<file path="src/rtl/id_hazard_ctrl.sv">
// ============================================================================
// Module   : id_hazard_ctrl
// Purpose  : ID-stage register scoreboard with stall/issue control.
//            Optional stall counter enabled by macro ID_HAZARD_STALL_CNT_EN.
// Revision : 1.0 - initial release
// ============================================================================
`default_nettype none

module id_hazard_ctrl (
  input  logic        clk,
  input  logic        rst,
  input  logic        id_valid,
  input  logic [4:0]  id_rs1,
  input  logic [4:0]  id_rs2,
  input  logic [4:0]  id_rd,
  input  logic        id_uses_rs1,
  input  logic        id_uses_rs2,
  input  logic        id_writes_rd,
  input  logic        flush,
  input  logic        wb_valid,
  input  logic [4:0]  wb_rd,
  output logic        stall_id,
  output logic        issue,
  output logic [31:0] busy_mask,
`ifdef ID_HAZARD_STALL_CNT_EN
  output logic [15:0] stall_cnt,
`endif
  output logic [5:0]  inflight
);

  typedef enum logic [0:0] {
    READY = 1'b0,
    STALL = 1'b1
  } state_t;

  localparam logic [15:0] c_cnt_max = 16'hFFFF;

  state_t      r_state;
  state_t      w_state_nxt;
  logic [31:0] r_busy;
  logic [31:0] w_busy_nxt;
  logic [31:0] w_busy_view;
  logic [5:0]  r_inflight;
  logic [5:0]  w_inflight_nxt;
  logic        w_hazard;
  logic        w_set;
  logic        w_clr;
  logic        w_clr_eff;
  logic [31:0] w_set_mask;
  logic [31:0] w_clr_mask;

  // While in reset the hazard check sees the reset (empty) scoreboard.
  assign w_busy_view = rst ? 32'd0 : r_busy;

  // A same-cycle write-back is deliberately not forwarded: the old busy bit
  // still counts, so the consumer issues one cycle after the write-back.
  assign w_hazard = id_valid &
                    ((id_uses_rs1  & w_busy_view[id_rs1]) |
                     (id_uses_rs2  & w_busy_view[id_rs2]) |
                     (id_writes_rd & w_busy_view[id_rd]));

  assign stall_id = w_hazard & ~flush;
  assign issue    = id_valid & ~w_hazard & ~flush;

  assign w_set      = issue & id_writes_rd & (id_rd != 5'd0);
  assign w_clr      = wb_valid & (wb_rd != 5'd0) & r_busy[wb_rd];
  assign w_clr_eff  = w_clr & ~(w_set & (id_rd == wb_rd));
  assign w_set_mask = w_set     ? (32'd1 << id_rd) : 32'd0;
  assign w_clr_mask = w_clr_eff ? (32'd1 << wb_rd) : 32'd0;

  always_comb begin
    w_busy_nxt      = (r_busy & ~w_clr_mask) | w_set_mask;
    w_busy_nxt[0]   = 1'b0;
    w_inflight_nxt  = r_inflight;
    if (w_set && !w_clr_eff) begin
      w_inflight_nxt = r_inflight + 6'd1;
    end else if (!w_set && w_clr_eff) begin
      w_inflight_nxt = r_inflight - 6'd1;
    end
  end

  always_comb begin
    w_state_nxt = r_state;
    case (r_state)
      READY:   if (stall_id) w_state_nxt = STALL;
      STALL:   if (flush || !stall_id) w_state_nxt = READY;
      default: w_state_nxt = READY;
    endcase
  end

  always_ff @(posedge clk) begin
    if (rst) begin
      r_state    <= READY;
      r_busy     <= 32'd0;
      r_inflight <= 6'd0;
    end else begin
      r_state    <= w_state_nxt;
      r_busy     <= w_busy_nxt;
      r_inflight <= w_inflight_nxt;
    end
  end

  assign busy_mask = r_busy;
  assign inflight  = r_inflight;

  // The stall state is a registered copy of the previous cycle's stall.
  a_state_tracks_stall: assert property (
    @(posedge clk) disable iff (rst) (r_state == STALL) == $past(stall_id)
  );

`ifdef ID_HAZARD_STALL_CNT_EN
  logic [15:0] r_stall_cnt;

  always_ff @(posedge clk) begin
    if (rst) begin
      r_stall_cnt <= 16'd0;
    end else if (stall_id && (r_stall_cnt != c_cnt_max)) begin
      r_stall_cnt <= r_stall_cnt + 16'd1;
    end
  end

  assign stall_cnt = r_stall_cnt;
`else
  logic w_cnt_unused;
  assign w_cnt_unused = ^c_cnt_max;
`endif

endmodule

`default_nettype wire

</file>
<file path="config.mk">
export PLATFORM = sky130hd
export DESIGN_NAME = id_hazard_ctrl
export DESIGN_NICKNAME = d
export VERILOG_FILES = /design/src/rtl/id_hazard_ctrl.sv
export SDC_FILE = /design/constraint.sdc
export NUM_CORES = 1
export LEC_CHECK = 0
export ABC_AREA = 1
export BUFFER_PORTS_ARGS = -buffer_cell sky130_fd_sc_hd__buf_2
export CAP_MARGIN = 15
export CORE_MARGIN = 4
export CORE_UTILIZATION = 40
export DETAILED_ROUTE_END_ITERATION = 16
export HOLD_SLACK_MARGIN = 0.02
export PLACE_DENSITY = 0.69
export SYNTH_ARGS = -nofsm -noshare
export SYNTH_HDL_FRONTEND = slang
export SYNTH_SLANG_ARGS = --single-unit
export TNS_END_PERCENT = 50
</file>
<file path="constraint.sdc">
create_clock -name clk -period 3.1 [get_ports clk]
set_input_delay 0 -clock clk [delete_from_list [all_inputs] [get_ports clk]]
set_output_delay 0 -clock clk [all_outputs]
set_load 0.03 [all_outputs]
</file>
After elaboration in Yosys (flattened, before gate mapping)
Cells that the tools add are included.
W data, S select, Z words.
{ "op_classes": {"bitwise_logic": 21, "reduce_logical": 7, "n_addsub": 2, "eq_ne": 1, "muxes": 13, "magnitude_cmp": 4, "n_shift": 2} }
{ "op_table": {"columns": ["operator", "count"], "rows": [
  ["$mux W32", 3],
  ["$shl A1 B5 Y32 const A", 2],
  ["$and A32 B32 Y32", 1],
  ["$not A32 Y32", 1],
  ["$or A32 B32 Y32", 1],
  ["$lt A5 B6 Y1 const B", 4],
  ["$bmux W1 S5", 4],
  ["$and A1 B1 Y1", 13],
  ["$mux W6", 2],
  ["$reduce_bool A5 Y1", 2],
  ["$add A6 B1 Y6 const B", 1],
  ["$sub A6 B1 Y6 const B", 1],
  ["$eq A5 B5 Y1", 1],
  ["$mux W1", 4],
  ["$not A1 Y1", 3],
  ["$logic_and A1 B1 Y1", 2],
  ["$logic_not A1 Y1", 2],
  ["$or A1 B1 Y1", 2],
  ["$reduce_bool A2 Y1", 1]
]} }
{ "totals": {"register_bits": 38, "word_cells": 53, "out_inout_bits": 40} }

Depth between registers and ports, before layout
Gate-level depths: netlist of run 1.
{ "depth": {"word_depth": 19, "mapped_depth": 29, "mapped_depth_nobuf": 27} }

Worst setup path after synthesis of run 1
OpenSTA, ideal clock, no wires.
{ "synth_path": {"path_kind": "register to register", "start": "reg r_busy[22] (netlist: busy_mask[22])", "end": "reg r_inflight[5] (netlist: inflight[5])", "synth_period_minus_slack_ps": 3459, "required_ps": 2981, "t_arrival_ps": 3340, "setup_slack_ps": -359, "path_stages_with_launch": 28, "setup_ps": 119, "path_buffers": 1, "cell_sequence": "dfxtp_1 > inv_1 > nor2_1 > nand2_1 > o211ai_1 > nand2_1 > nand2_1 > nand2_1 > nor2_1 > nor2_1 > nor2_1 > nor2_1 > nand4_1 > buf_2 > nand2_1 > ha_1 > inv_1 > ha_1 > a21oi_1 > and2_1 > inv_1 > a21oi_1 > inv_1 > a21oi_1 > o21ai_0 > a21o_1 > o21ai_0 > a21oi_1"} }
{ "synth_via": {"elab_chain_len": 18, "elab_cells_between_ends": 30} }
{ "synth_rtl": {"columns": ["element", "line", "source"], "rows": [
  ["from (decl)", "40", "logic [31:0] r_busy;"],
  ["from (signal assigned)", "98", "r_busy <= w_busy_nxt;"],
  ["$mux W32", "53", "assign w_busy_view = rst ? 32'd0 : r_busy;"],
  ["$bmux W1 S5, on equally long branches", "58, 59", null],
  ["$mux W1, on equally long branches", "58, 59", null],
  ["$and A1 B1 Y1, on equally long branches", "58, 59", null],
  ["$or A1 B1 Y1", "58", "((id_uses_rs1 & w_busy_view[id_rs1]) |"],
  ["$or A1 B1 Y1", "59", "(id_uses_rs2 & w_busy_view[id_rs2]) |"],
  ["$and A1 B1 Y1", "57", "assign w_hazard = id_valid &"],
  ["$not A1 Y1", "63", "assign issue = id_valid & ~w_hazard & ~flush;"],
  ["$and A1 B1 Y1 (2 in a row)", "63", null],
  ["$and A1 B1 Y1 (2 in a row)", "65", "assign w_set = issue & id_writes_rd & (id_rd != 5'd0);"],
  ["$and A1 B1 Y1", "67", "assign w_clr_eff = w_clr & ~(w_set & (id_rd == wb_rd));"],
  ["$not A1 Y1", "67", null],
  ["$and A1 B1 Y1", "67", null],
  ["$logic_not A1 Y1", "75", "if (w_set && !w_clr_eff) begin"],
  ["$logic_and A1 B1 Y1", "75", null],
  ["$mux W6 or $reduce_bool A2 Y1 (tied branches)", null, null],
  ["to (signal assigned)", "99", "r_inflight <= w_inflight_nxt;"],
  ["to (decl)", "43", "logic [5:0] r_inflight;"]
]} }
Parallel ways exist; a longest one is shown, timed or not. The select of a mux whose other input is x is not followed.
A chain may end at the register's enable or synchronous reset.

Worst setup path in the final report of run 1
Same ends and word-level chain as after synthesis.

==> impl_metrics.tcl, run 1 <==
set metrics [dict create \
    use_met3_pct 5.277 \
    grt_max_degree 32 \
    multiInputGateArea_um2 2665 \
    die_x_um 102.9 \
    drt_iter0_markers 648 \
    grt_pass1_wl_um 27170 \
    dp_hpwl_um 14030 \
    gp_congestion 1.062 \
    total_power_w 0.001374 \
    seq_area_um2 834.6 \
    synth_compound_area_share_pct 8.570 \
    setup_ws_ns -0.05994 \
    critical_path_class "reg2reg" \
    wl_um 17840 \
    initial_utilization_pct 41.15 \
    met1_usage_pct 49.04 \
    status "finished with violations" \
    cts_buffer_depth 2 \
    grtUsageTotal_pct 34.14 \
    finalCriticalPeriod_ns 3.160 \
    hold_buffers 0 \
    syn_inst 675 \
    core.rowCount 34 \
    synthAdderAreaFrac_pct 2.290 \
    avgViaCountPerCell 5.683 \
    rsz0062_at_grt "true" \
    cp.required_ns 3.30 \
    overflow 0 \
    antenna_found_initial 0 \
    end_kind "flop" \
    period_share_pct 101.9 \
    syn2layout_area_growth_pct 49.51 \
    synth_top_area_share_pct 20.54 \
    die_area_um2 10600 \
    cts_tree "built" \
    drv_cap 0 \
    drt-pass1-iter-count 6 \
    gr-usage-met2_pct 53.03 \
    syn_area_um2 3606 \
    crit_slowest_cell "dfxtp_4" \
    cts_buffers 5 \
    synthArstFlopShare_pct 0 \
    core_area_um2 8763 \
    finalMaxSlewViolations 0 \
    cp_top_family "simple AND/OR/NAND/NOR gates" \
    io_buffer_count 66 \
    pre_cts_slack_ns -0.2800 \
    drcViolationCount 0 \
    crit_fanout 4 \
    worst-path-buf-inv 4 \
    syn_nets 709 \
    cpPeakStageDelay_ns 0.35 \
    die_y_um 102.9 \
    yosys_warnings 0 \
    cpMostUsedCell "nand2_1" \
    netlist_top_cells_area "dfxtp_1 21%, nand2_1 20%, nand3_1 20%, nor2_1 11%, inv_1 6.6%" \
    synth.area.mux_share_pct 0 \
    violations "negative setup slack" \
    p_leak_nw 2.697 \
    synth_top_family_by_area "simple AND/OR/NAND/NOR gates" \
    hold_class "in2reg" \
    max_freq_mhz 316.5 \
    clk_pin_slew_ns 0.09 \
    synth_edf_count 0 \
    synth_cell_types 33 \
    root_buffer "clkbuf_8" \
    powerDensity_nw_per_um2 254.8 \
    finalSetupTns_ns -0.05994 \
    synth_area_per_cell_um2 5.342 \
    synth_xor_area_share_pct 0.7287 \
    h-tree-depth 2 \
    drive_gt1_share_pct 37.07 \
    busiest_layer "met2" \
    clock-skew-final_ns 0.01467 \
    clock_latency_ns 0.31 \
    diodes 0 \
    synth.largest_area_cell "dfxtp_1" \
    ant_nets 0 \
    critical_path_arrival_ns 3.36 \
    synth-main-ff-cell "dfxtp_1" \
    ir_drop_mv 0.2256 \
    final_util_pct 61.52 \
    worstSetupStartpointType "flop" \
    io_pins 68 \
    wl_per_cell_um 18.84 \
    synthSimpleGateAreaFrac_pct 55.27 \
    final_hold_viol_count 0 \
    vias 5382 \
    numClockSinks 37 \
    grt_pass1_vias 4768 \
    ys_ff_latch 37 \
    setup_viol 1 \
    synth-seq-area-share_pct 20.54 \
    finalNetCount 872 \
    fillers 908 \
]
-- worst min-delay path: stages --
cell and delay (ns):
buf_2 0.10, buf_4 0.19, nand4_1 0.11, nand2_1 0.05
-- path summary, 6_finish.rpt --
path / start / endpoint / slack [ns] / cells after the start
max: busy_mask[22]$_SDFF_PP0_ / inflight[5]$_SDFFE_PP0P_ / -0.06 / 26
min: id_rd[3] / busy_mask[31]$_SDFF_PP0_ / 0.19 / 4
max reg2reg: busy_mask[22]$_SDFF_PP0_ / inflight[5]$_SDFFE_PP0P_ / -0.06 / 26
min reg2reg: inflight[5]$_SDFFE_PP0P_ / inflight[5]$_SDFFE_PP0P_ / 0.52 / 2
-- placed cells by master, fill, tap and decap left out, types with 8 or more instances in the layout --
cell and instances:
nand4_1 10, buf_4 122, a21oi_1 11, nor2_2 13
dfxtp_2 9, nand3_1 138, nand2_1 186, o21ai_1 11
nor3_1 8, buf_2 66, nor2_4 18, nand2_2 8
inv_2 23, inv_1 46, nor2_1 74, dfxtp_4 22
-- routing by layer --
layer	part of all wire, %	routed length, µm
met3	11	2009
met5	0	0
met1	42	7517
met4	2.9	511
met2	44	7801
-- final cells by class --
type / count / area share [%]
clock inverter: 3 / 0.3945
multi-input combinational: 527 / 49.43
clock buffer: 5 / 1.276
timing repair buffer: 196 / 25.92
tap: 108 / 2.506
inverter: 71 / 4.990
sequential: 37 / 15.48
-- timing repair --
action / CTS / global route
gates cloned: 0 / 0
setup endpoints to repair: 2 / 3
buffers inserted: 7 / 4
resized for setup: 58 / 20
pin swaps: 28 / 18
-- stage by stage --
step | hold slack (ns) | area (µm²) | std cells
after floorplan | 0.2200 | 3742 | 675
after global placement | 0.4736 | 5024 | 931
after detailed placement | 0.4791 | 5024 | 931
after CTS | 0.1809 | 5316 | 943
after global routing | 0.2115 | 5391 | 947
final | 0.1864 | 5391 | 947
-- synth_stat cells (4+ instances only) --
| cell | number |
|---|---|
| clkbuf_1 | 21 |
| ha_1 | 5 |
| nor3_1 | 8 |
| dfxtp_1 | 37 |
| buf_4 | 4 |
| o211ai_1 | 5 |
| nand3_1 | 142 |
| nor2_1 | 101 |
| buf_2 | 15 |
| inv_1 | 63 |
| nand2_1 | 194 |
| o21ai_1 | 5 |
| a21oi_1 | 14 |
| nand4_1 | 10 |
| nor4_1 | 4 |
| o21ai_0 | 12 |
| o22ai_1 | 5 |
| inv_2 | 7 |
-- report_power, final --
part / total (W) / switching, W / internal, W
combinational: 0.000515 / 0.000312 / 0.000203
clock: 0.000377 / 0.000216 / 0.000160
sequential: 0.000482 / 0.0000150 / 0.000467
total: 0.00137 / 0.000544 / 0.000830
-- logic make-up after synthesis --
logic type,Yosys count
and+or+nand+nor,465
buffers and inverters,111
AOI/OAI and AO/OA,52
DFF,37
adders and majority gates,6
xor gates and xnor gates,3
other,1
-- state kept, by name (all words and copies together) (netlist names) --
| name | cells |
|---|---|
| busy_mask | 31 |
| inflight | 6 |
Note: power is estimated with default switching activity, not from simulation.
==> run 2: changes to the inputs <==
--- a/config.mk
+++ b/config.mk
@@ -8,7 +8,6 @@
 export ABC_AREA = 1
 export BUFFER_PORTS_ARGS = -buffer_cell sky130_fd_sc_hd__buf_2
 export CAP_MARGIN = 15
-export CORE_MARGIN = 4
 export CORE_UTILIZATION = 40
 export DETAILED_ROUTE_END_ITERATION = 16
 export HOLD_SLACK_MARGIN = 0.02
==> run 2 against run 1 <==
  * The run still ends with negative setup slack left
  * Non-clock buffer count fell by 4
  * Critical path depth did not move
  * Combinational power fell by 2%
  * Clock power rose by 6.4%
  * Setup slack improved by 0.0076 ns
  * Core utilization barely moved
  * Fmax rose by 0.24%
  * Routed wire length fell by 2.7%
==> impl_metrics.tcl, run 2 (synthesis results as in run 1) <==
set metrics [dict create \
    use_met3_pct 8.960 \
    numClockSinks 37 \
    wl_per_cell_um 18.41 \
    core.rowCount 34 \
    finalCriticalPeriod_ns 3.152 \
    clock-skew-final_ns 0.008408 \
    diodes 0 \
    fin_cells 943 \
    p_leak_nw 2.681 \
    p_sw_w 0.0005205 \
    io_buffer_count 66 \
    critical_path_arrival_ns 3.34 \
    final_hold_viol_count 0 \
    grt_max_degree 32 \
    worst_pin_slew_ns 0.5381 \
    finalMaxSlewViolations 0 \
    max_freq_mhz 317.2 \
    die_area_um2 9398 \
    avgViaCountPerCell 5.578 \
    finalSetupTns_ns -0.05238 \
    clkPwrFrac_pct 28.9 \
    hold_buffers 0 \
    p_int_w 0.0008651 \
    postLayoutCellArea_um2 5363 \
    final_cell_mix "183 x nand2_1, 131 x nand3_1, 120 x buf_4, 74 x nor2_1, 66 x buf_2" \
    hold_slack_ns 0.1828 \
    clk_pin_slew_ns 0.08 \
    syn2layout_area_growth_pct 48.72 \
    die_y_um 96.95 \
    worstSetupStartpointType "flop" \
    clock_latency_ns 0.30 \
    setup_ws_ns -0.05238 \
    met1_usage_pct 50.40 \
    cts_tree "built" \
    postPlaceCellArea_um2 4926 \
    busiest_layer "met2" \
    grt_pass1_wl_um 26750 \
    largest_reg_flops 31 \
    seqPwrFrac_pct 34.8 \
    root_buffer "clkbuf_8" \
    grt_pass1_vias 4885 \
    wl_um 17360 \
    ir_drop_mv 0.1416 \
    cts_buffers 5 \
    setup_viol 1 \
    total_power_w 0.001386 \
    ant_nets 0 \
    layout_commonest_cell "nand2_1" \
    overflow 0 \
    h-tree-depth 2 \
    status "finished with violations" \
    vias 5260 \
    drcViolationCount 0 \
    drt-pass1-iter-count 6 \
    dp_hpwl_um 13180 \
    violations "negative setup slack" \
    initial_utilization_pct 41.35 \
    r2r_setup_slack_ns -0.05 \
    end_kind "flop" \
    p_comb_share_pct 36.3 \
    gp_congestion 1.034 \
    crit_fanout 3 \
    die_x_um 96.95 \
    dp_cells 923 \
    core_area_um2 8721 \
    period_share_pct 101.7 \
    grtUsageTotal_pct 36.43 \
    swShare_pct 37.57 \
    gr-usage-met2_pct 56.34 \
    rsz0062_at_grt "true" \
    critical_path_class "reg2reg" \
    antenna_found_initial 1 \
    drt_iter0_markers 503 \
    powerDensity_nw_per_um2 258.4 \
    io_pins 68 \
    hold_class "in2reg" \
    slew_headroom_pct 63.99 \
    finalNetCount 868 \
    cts_buffer_depth 2 \
    drive_gt1_share_pct 37.49 \
    drv_cap 0 \
    cp.required_ns 3.29 \
]
run 2: layout make-up:
cell class | instances | area (µm²)
inverters | 71 | 274.0
clock buffers | 7 | 96.34
multi-input cells | 527 | 2686
well taps | 108 | 135.1
flip-flops and latches | 37 | 832.0
repair buffers | 192 | 1334
clock inverters | 1 | 5.005
fillers | 870 | 3358
run 2: per-layer routing:
layer / share of wire (%) / vias to the layer above
met2: 44 / 339
met5: 0 / -
li1: - / 2509
met3: 11 / 34
met4: 1.9 / 0
met1: 43 / 2378
run 2: critical path: stages, from the launching register on:
cell	delay, ns
dfxtp_4	0.37
nand2_2	0.09
inv_2	0.04
nand2_1	0.05
o211ai_1	0.08
nand2_1	0.11
nand2_1	0.07
nand2_1	0.09
nor2_2	0.05
nor2_2	0.14
nor2_4	0.07
nor2_4	0.11
nand4_1	0.12
nand2_1	0.10
ha_2	0.21
inv_4	0.05
ha_4	0.24
a21oi_2	0.14
and2_4	0.16
inv_2	0.03
a21oi_2	0.11
inv_1	0.05
a21oi_2	0.13
o21ai_1	0.08
a21o_1	0.18
o21ai_1	0.12
a21oi_1	0.05
run 2: power groups by stage:
stage	clock (W)	sequential, W	combinational, W
6_report	0.000401	0.000482	0.000503
5_1_grt	0.000422	0.000484	0.000540
4_1_cts	0.000406	0.000482	0.000472
3_5_place_dp	0	0.000493	0.000454
3_3_place_gp	0	0.000493	0.000449
2_1_floorplan	0	0.000512	0.000247
run 2: path summary, 6_finish.rpt:
check,startpoint,to,cells past startpoint
max,busy_mask[20]$_SDFF_PP0_,inflight[5]$_SDFFE_PP0P_,26
min,rst,inflight[0]$_SDFFE_PP0P_,5
max reg2reg,busy_mask[20]$_SDFF_PP0_,inflight[5]$_SDFFE_PP0P_,26
min reg2reg,inflight[5]$_SDFFE_PP0P_,inflight[5]$_SDFFE_PP0P_,2
run 2: stage by stage:
| step | utilization, % | worst slack [ns] |
|---|---|---|
| 6_report | 61.49 | -0.05238 |
| 2_1_floorplan | - | 0.01015 |
| 4_1_cts | 58.98 | 0.007355 |
| 3_3_place_gp | 56.48 | -0.1874 |
| 5_1_grt | 61.49 | -0.2402 |
| 3_5_place_dp | 56.48 | -0.2524 |
run 2: what timing repair did:
action | 4_1_cts | 5_1_grt
setup endpoints to repair | 2 | 2
resized for setup | 29 | 51
buffers inserted | 4 | 8
pin swaps | 14 | 25
endpoints found under the hold margin | 0 | 0
==> run 3: changes to the inputs <==
--- a/config.mk
+++ b/config.mk
@@ -12,6 +12,7 @@
 export DETAILED_ROUTE_END_ITERATION = 16
 export HOLD_SLACK_MARGIN = 0.02
 export PLACE_DENSITY = 0.69
+export RECOVER_POWER = 50
 export SYNTH_ARGS = -nofsm -noshare
 export SYNTH_HDL_FRONTEND = slang
 export SYNTH_SLANG_ARGS = --single-unit
==> run 3 against run 2 <==
  * The run still ends with negative setup slack left
  * Clock-buffer cell count did not move
  * Final area barely moved
  * Combinational power barely moved
  * Cell count did not move
  * Flip-flop and latch count did not move
  * Global-route usage did not move
  * Non-clock buffer count did not move
  * Register-to-register slack barely moved
  * Power barely moved
  * Via count fell by 0.38%
  * Clock skew fell by 0.0012 ns
  * Core utilization fell by 0.057 points
  * Largest cell class unchanged
==> impl_metrics.tcl, run 3 (synthesis results as in run 1) <==
set metrics [dict create \
    end_kind "flop" \
    antenna_found_initial 1 \
    grtUsageTotal_pct 36.43 \
    cp.required_ns 3.29 \
    final_hold_viol_count 0 \
    die_y_um 96.95 \
    crit_fanout 3 \
    status "finished with violations" \
    drcViolationCount 0 \
    numClockSinks 37 \
    grt_pass1_wl_um 26750 \
    drive_gt1_share_pct 37.01 \
    period_share_pct 101.8 \
    layout_commonest_cell "nand2_1" \
    cts_buffers 5 \
    max_freq_mhz 316.9 \
    setup_ws_ns -0.05524 \
    violations "negative setup slack" \
    fillers 873 \
    total_power_w 0.001385 \
    ant_nets 0 \
    die_x_um 96.95 \
    wl_um 17340 \
    cts_buffer_depth 2 \
    final_cell_mix "183 x nand2_1, 131 x nand3_1, 120 x buf_4, 74 x nor2_1, 62 x buf_2" \
    final_util_pct 61.43 \
    core.rowCount 34 \
    drt-pass1-iter-count 6 \
    avgViaCountPerCell 5.557 \
    vias 5240 \
    worst_pin_slew_ns 0.5234 \
    drt_iter0_markers 524 \
    setup_viol 1 \
    clock-skew-final_ns 0.007224 \
    largest_reg_flops 31 \
    clock_latency_ns 0.29 \
    critical_path_arrival_ns 3.35 \
    hold_class "in2reg" \
    finalCriticalPeriod_ns 3.155 \
    worstSetupStartpointType "flop" \
    diodes 0 \
    h-tree-depth 2 \
    rsz0062_at_grt "true" \
    io_pins 68 \
    p_leak_nw 2.663 \
    finalNetCount 868 \
    dp_hpwl_um 13180 \
    gp_congestion 1.034 \
    initial_utilization_pct 41.35 \
    syn2layout_area_growth_pct 48.58 \
    slew_headroom_pct 64.98 \
    root_buffer "clkbuf_8" \
    die_area_um2 9398 \
    core_area_um2 8721 \
    grt_max_degree 32 \
    critical_path_class "reg2reg" \
    cts_tree "built" \
    powerDensity_nw_per_um2 258.6 \
    finalMaxSlewViolations 0 \
    overflow 0 \
    grt_pass1_vias 4885 \
    io_buffer_count 66 \
    clk_pin_slew_ns 0.08 \
    drv_cap 0 \
    hold_buffers 0 \
    wl_per_cell_um 18.38 \
    ir_drop_mv 0.1416 \
]
==> run 3: cell count changes in the layout (fill, tap and decap cells not counted), sizes merged <==
cell,before,now
buf,192,188
clkbuf,7,11
==> run 3: metal layers <==
metal | wire length, µm | share of wire, % | vias up | global-route usage [%]
li1 | - | - | 2511 | -
met1 | 7397 | 43 | 2332 | 50.40
met2 | 7538 | 43 | 356 | 56.34
met3 | 2005 | 12 | 41 | 8.960
met4 | 395 | 2.3 | 0 | 9.529
met5 | 0 | 0 | - | 0
==> run 3: worst paths after layout <==
kind / start / end / slack [ns] / depth (start not counted)
setup / recovery: busy_mask[20]$_SDFF_PP0_ / inflight[5]$_SDFFE_PP0P_ / -0.06 / 26
hold / removal: rst / inflight[0]$_SDFFE_PP0P_ / 0.18 / 5
setup reg to reg: busy_mask[20]$_SDFF_PP0_ / inflight[5]$_SDFFE_PP0P_ / -0.06 / 26
hold reg to reg: inflight[5]$_SDFFE_PP0P_ / inflight[5]$_SDFFE_PP0P_ / 0.48 / 2
==> run 3: critical path: stages, from the launching register on <==
cell and delay, ns:
dfxtp_4 0.37, nand2_2 0.09, inv_2 0.04, nand2_1 0.05
o211ai_1 0.09, nand2_1 0.11, nand2_1 0.07, nand2_1 0.09
nor2_2 0.05, nor2_2 0.14, nor2_4 0.07, nor2_4 0.11
nand4_1 0.12, nand2_1 0.10, ha_2 0.21, inv_4 0.05
ha_4 0.24, a21oi_2 0.14, and2_4 0.16, inv_2 0.03
a21oi_2 0.11, inv_1 0.05, a21oi_2 0.13, o21ai_1 0.08
a21o_1 0.18, o21ai_1 0.12, a21oi_1 0.05
==> run 3: cell type report <==
class	count	area (µm²)	area share [%]
multi-input cells	527	2686	50.14
repair buffers	192	1329	24.80
flip-flops and latches	37	832.0	15.53
inverters	71	274.0	5.114
well taps	108	135.1	2.522
clock buffers	7	96.34	1.798
clock inverters	1	5.005	0.09341
==> run 3: stage by stage <==
stage,hold slack (ns),worst slack (ns),cells,setup TNS (ns),cell area [µm²]
2_1_floorplan,0.2200,0.01015,675,0,3742
3_3_place_gp,0.4520,-0.1874,923,-0.1874,4926
3_5_place_dp,0.4503,-0.2524,923,-0.2811,4926
4_1_cts,0.1805,0.007355,935,0,5144
5_1_grt,0.2067,-0.2402,943,-0.2414,5358
6_report,0.1838,-0.05524,943,-0.05524,5358
==> run 3: report_power, final <==
group	switching [W]	leakage (nW)	internal [W]
clock network	0.000198	0.0542	0.000202
registers	0.0000141	0.321	0.000468
logic	0.000308	2.29	0.000195
==> run 3: what timing repair did <==
item                                    CTS  global route
gates resized for setup                  29            51
buffers inserted                          4             8
pin swaps                                14            25
endpoints found under the setup margin    2             2
